## src/rtl/reg_mem_dp.sv

```systemverilog
// Dual-read, single-write register memory with a built-in clear sweep after reset or on request.
// Optional REG_MEM_BYPASS_EN: a read that collides with a same-edge write returns the new data.
module reg_mem_dp #(
  parameter int                    DATA_WIDTH  = 8,
  parameter int                    ADDR_BITS   = 5,
  parameter logic [DATA_WIDTH-1:0] CLEAR_VALUE = '0
) (
  input  logic                  clk,
  input  logic                  rst,
  input  logic [ADDR_BITS-1:0]  waddr,
  input  logic [DATA_WIDTH-1:0] data_in,
  input  logic                  wen,
  input  logic [ADDR_BITS-1:0]  raddr_a,
  input  logic                  ren_a,
  output logic [DATA_WIDTH-1:0] rdata_a,
  output logic                  rvalid_a,
  input  logic [ADDR_BITS-1:0]  raddr_b,
  input  logic                  ren_b,
  output logic [DATA_WIDTH-1:0] rdata_b,
  output logic                  rvalid_b,
  input  logic                  clr_req,
  output logic                  busy
);

  localparam int                   DEPTH    = 1 << ADDR_BITS;
  localparam logic [ADDR_BITS:0]   LAST_PTR = (ADDR_BITS + 1)'(DEPTH - 1);
  localparam logic [ADDR_BITS:0]   PTR_ONE  = (ADDR_BITS + 1)'(1);

  typedef enum logic {
    ST_CLEAR = 1'b0,
    ST_IDLE  = 1'b1
  } state_e;

  state_e                  state_q, state_d;
  logic [ADDR_BITS:0]      clr_ptr_q, clr_ptr_d;

  logic                    mem_we;
  logic [ADDR_BITS-1:0]    mem_wa;
  logic [DATA_WIDTH-1:0]   mem_wd;
  logic [DATA_WIDTH-1:0]   mem_q [DEPTH];

  logic                    idle;
  logic                    rd_a_en, rd_b_en;
  logic [DATA_WIDTH-1:0]   rd_a_word, rd_b_word;
  logic [DATA_WIDTH-1:0]   rdata_a_q, rdata_a_d, rdata_b_q, rdata_b_d;
  logic                    rvalid_a_q, rvalid_b_q;

  // Clear engine and write-port arbitration; the sweep owns the write port while active.
  always_comb begin
    state_d   = state_q;
    clr_ptr_d = clr_ptr_q;
    mem_we    = 1'b0;
    mem_wa    = waddr;
    mem_wd    = data_in;
    unique case (state_q)
      ST_CLEAR: begin
        mem_we    = 1'b1;
        mem_wa    = clr_ptr_q[ADDR_BITS-1:0];
        mem_wd    = CLEAR_VALUE;
        clr_ptr_d = clr_ptr_q + PTR_ONE;
        if (clr_ptr_q == LAST_PTR) begin
          state_d   = ST_IDLE;
          clr_ptr_d = '0;
        end
      end
      ST_IDLE: begin
        mem_we = wen;
        if (clr_req) begin
          state_d   = ST_CLEAR;
          clr_ptr_d = '0;
        end
      end
      default: begin
        state_d   = ST_CLEAR;
        clr_ptr_d = '0;
      end
    endcase
    if (rst) begin
      mem_we = 1'b0;
    end
  end

  always_ff @(posedge clk) begin
    if (rst) begin
      state_q   <= ST_CLEAR;
      clr_ptr_q <= '0;
    end else begin
      state_q   <= state_d;
      clr_ptr_q <= clr_ptr_d;
    end
  end

  always_ff @(posedge clk) begin
    if (mem_we) begin
      mem_q[mem_wa] <= mem_wd;
    end
  end

  assign idle    = (state_q == ST_IDLE);
  assign rd_a_en = idle && ren_a;
  assign rd_b_en = idle && ren_b;

`ifdef REG_MEM_BYPASS_EN
  assign rd_a_word = (wen && (waddr == raddr_a)) ? data_in : mem_q[raddr_a];
  assign rd_b_word = (wen && (waddr == raddr_b)) ? data_in : mem_q[raddr_b];
`else
  // Collisions return the pre-write contents; the write still lands this edge.
  assign rd_a_word = mem_q[raddr_a];
  assign rd_b_word = mem_q[raddr_b];
`endif

  always_comb begin
    rdata_a_d = rdata_a_q;
    rdata_b_d = rdata_b_q;
    if (rd_a_en) begin
      rdata_a_d = rd_a_word;
    end
    if (rd_b_en) begin
      rdata_b_d = rd_b_word;
    end
  end

  always_ff @(posedge clk) begin
    if (rst) begin
      rdata_a_q  <= '0;
      rdata_b_q  <= '0;
      rvalid_a_q <= 1'b0;
      rvalid_b_q <= 1'b0;
    end else begin
      rdata_a_q  <= rdata_a_d;
      rdata_b_q  <= rdata_b_d;
      rvalid_a_q <= rd_a_en;
      rvalid_b_q <= rd_b_en;
    end
  end

  assign rdata_a  = rdata_a_q;
  assign rdata_b  = rdata_b_q;
  assign rvalid_a = rvalid_a_q;
  assign rvalid_b = rvalid_b_q;
  assign busy     = (state_q == ST_CLEAR);

endmodule

```

## config.mk

```make
export PLATFORM = sky130hd
export DESIGN_NAME = reg_mem_dp
export DESIGN_NICKNAME = d
export VERILOG_FILES = /design/src/rtl/reg_mem_dp.sv
export SDC_FILE = /design/constraint.sdc
export NUM_CORES = 1
export LEC_CHECK = 0
export CAP_MARGIN = 20
export CORE_ASPECT_RATIO = 1.5
export CORE_MARGIN = 2
export CORE_UTILIZATION = 40
export CTS_BUF_LIST = sky130_fd_sc_hd__clkbuf_8
export CTS_CLUSTER_DIAMETER = 200
export DETAILED_ROUTE_END_ITERATION = 8
export GPL_TIMING_DRIVEN = 0
export PLACE_DENSITY = 0.66
export SLEW_MARGIN = 20
export SYNTH_ARGS = -nofsm -noshare
export SYNTH_HDL_FRONTEND = slang
export SYNTH_SLANG_ARGS = --single-unit
```

## constraint.sdc

```tcl
create_clock -name clk -period 6.6 [get_ports clk]
set_clock_uncertainty 0.2 [all_clocks]
set_input_delay 1.98 -clock clk [delete_from_list [all_inputs] [get_ports clk]]
set_output_delay 1.98 -clock clk [all_outputs]
set_load 0.05 [all_outputs]
```

==> metrics.yaml, run 1 <==
pwr:
  power_density_nw_per_um2: 256
  peakVddDrop_mv: 0.152
  p_total_mw: 3.95
  p_leak_nw: 5.44
cts:
  cts_tree: "yes"
  postCtsHoldBufs: 0
  cts_sinks: 281
  cts_buffers: 43
  clk_pin_slew_worst_paths_ns: 0.07
  cts_root_buf: "clkbuf_8"
  cts-resized-gates: 0
  cts_buffer_depth: 3
  h-tree-depth: 2
  cts_setup_buffers: 0
  clk_latency_ns: 0.59
grt:
  grt_pass1_wl_mm: 63.1
  grt_pass1_vias: 9278
  grt_antenna_before_repair: 3
  grt_start_max_net_pins: 33
  grt_usage_pct: 25.3
  overflow: 0
sta:
  finalHoldViolCount: 0
  finalCritPeriodShare_pct: 68.4
  fin_ws_ns: 2.09
  finalSetupViolCount: 0
  worst_pin_slew_ns: 1.00
  fin_crit_ns: 4.51
  drv_slew: 0
  fmax_ghz: 0.222
  max-slew-margin-rel_pct: 33.0
  grt_setup_unrepaired: "false"
  tns_ns: 0
min_path:
  hp-class: "reg2reg"
logic_synthesis:
  ys_seq_area_share_pct: 61.1
  yosys.area.top_type_share_pct: 57.4
  synthTopCellsByArea: "edfxtp_1 57%, mux2i_1 19%, a22oi_1 7.2%, dfxtp_1 3.7%, a21oi_1 2.5%"
  ys.flop_type: "edfxtp_1"
  syn_area_um2: 13400
  synthArstFlopShare_pct: 0
  ys_warn_count: 0
  syn_nets: 1009
  ys_seq_elements: 281
  syn_avg_cell_area_um2: 13.7
  synth_top_area_cell: "edfxtp_1"
  syn_inst: 979
  synth-edff-count: 256
  yosysUniqueCellTypes: 30
critical_path:
  required_ns: 4.42
  worstPathCellList: "clkbuf_1, inv_1, clkdlybuf4s50_1"
  crit_buf_inv: 3
  critPathMaxFanout: 10
  max_stage_delay_ns: 0.75
  critical_path.top_delay_family: "buffers and inverters"
  cpMaxStageDelayCell: "clkdlybuf4s50_1"
  arrival_ns: 2.33
  cp-end-kind: "primary output"
  start_kind: "flip-flop"
  crit_type: "reg2out"
floorplan:
  start_util_pct: 40.3
  dieHeight_um: 228
  pin_count: 48
  die-width_um: 153
  rows: 82
  core_area_um2: 33200
  die_area_um2: 35000
detailed_routing:
  drcViolationCount: 0
  firstDrtPassIters: 5
  drtAntennaViolNets: 0
  wire_per_inst_um: 29.8
  vias: 9497
  vias_per_cell: 6.23
  drtIter0Drc: 1045
  wl_mm: 45.4
layout:
  layout_commonest_cell: "mux2i_1"
  area.growth.synth_to_final_pct: 15.0
  post_route_cells_drive_above_1_share_pct: 9.70
  final_cell_mix: "259 x mux2i_1, 256 x edfxtp_1, 129 x a22oi_1, 67 x a21oi_1, 63 x nor2_1"
  num-fill-cells: 3031
  nNetsFinal: 1099
placed_design:
  place_congestion: 0.983
  hpwl_mm: 32.2
  portBuffers: 44
  pre_cts_slack_ns: 1.56
flow_run:
  cap_violations: 0
status:
  outcome: "finished clean"
==> routing by layer <==
metal  up-vias  wire (µm)  GRT usage, %
li1       4032          -             -
met1      4722      15900          28.0
met2       569      22600          44.1
met3       172       3340          4.88
met4         2       3580          16.5
met5         -         13             0
==> state kept, by name, summed over array words and instances (netlist names) <==
signal     cells
mem_q        256
rdata_a        8
rdata_b        8
clr_ptr_q      6
idle           1
rvalid_a       1
rvalid_b       1
==> worst min-delay path, stage by stage, from the launching register on <==
cell and delay [ns]:
dfxtp_1 0.31, nor2_1 0.09, a211oi_1 0.05
==> area by class of cell <==
| cell class | count | area [µm²] | share of cell area, % |
|---|---|---|---|
| Sequential cell | 281 | 8190 | 53.1 |
| Multi-Input combinational cell | 621 | 4780 | 31.0 |
| Clock buffer | 53 | 729 | 4.73 |
| Tap cell | 420 | 526 | 3.41 |
| Timing Repair Buffer | 45 | 455 | 2.96 |
| Buffer | 75 | 432 | 2.80 |
| Clock inverter | 26 | 292 | 1.89 |
| Inverter | 2 | 7.51 | 0.0487 |
| Antenna cell | 2 | 5.00 | 0.0325 |
==> Yosys cell counts (all sizes together) (2+ instances only) <==
cell and instances:
mux2i 259, edfxtp 256, a22oi 129, a21oi 67
nor2 63, clkbuf 41, buf 34, dfxtp 25
nand2 22, a211oi 16, or4 16, and2 12
o21ai 8, nor2b 7, nand2b 6, nand3 3
inv 2, nand3b 2, or2 2
==> worst paths after layout <==
path / startpoint / endpoint / slack (ns) / cells past startpoint
hold reg to reg: rdata_b[2] / rdata_b[2] / 0.30 / 2
setup / recovery: idle / busy / 2.09 / 3
hold / removal: rdata_b[2] / rdata_b[2] / 0.30 / 2
setup reg to reg: idle / mem_q[9][1] / 3.65 / 6
==> cells by family (layout without fill, tap and decap cells) <==
kind of cell / Yosys count / count (layout) / synth area share, %
AOI/OAI and AO/OA: 224 / 224 / 11.2
other: 0 / 2 / 0
muxes: 260 / 260 / 19.4
DFF: 281 / 281 / 61.1
and+or+nand+nor: 136 / 136 / 4.89
adders and majority gates: 1 / 1 / 0.0934
buffers and inverters: 77 / 201 / 3.28
==> where the power goes <==
| part | switching [mW] | internal [mW] | total, mW |
|---|---|---|---|
| Combinational | 0.203 | 0.108 | 0.311 |
| Clock | 0.701 | 1.00 | 1.70 |
| Sequential | 0.00561 | 1.93 | 1.93 |
==> metrics by stage <==
step | instance area [µm²] | util [%] | instances | hold slack (ns)
after floorplan | 13400 | - | 979 | 0.276
after global placement | 14400 | 43.2 | 1443 | 0.295
after detailed placement | 14400 | 43.3 | 1444 | 0.295
after CTS | 15400 | 46.3 | 1523 | 0.304
after global routing | 15400 | 46.3 | 1524 | 0.320
final | 15400 | 46.4 | 1525 | 0.301
Power figures use the tool's default switching activity.
==> inputs of run 2 (changes only) <==
==> constraint.sdc (replaced) <==
create_clock -name clk -period 4.65 [get_ports clk]
set_clock_uncertainty 0.2 [all_clocks]
set_input_delay 1.395 -clock clk [delete_from_list [all_inputs] [get_ports clk]]
set_output_delay 1.395 -clock clk [all_outputs]
set_load 0.05 [all_outputs]
==> results of run 2 <==
The final DEF is identical to that of run 1. Status: finished clean.
Main changes from that run: setup slack after placement 1.56 ns -> 0.196 ns; setup slack after layout 2.09 ns -> 0.724 ns; register-to-register setup slack 3.65 ns -> 1.70 ns; total power 3.95 mW -> 5.60 mW; worst IR drop on VDD 0.152 mV -> 0.216 mV
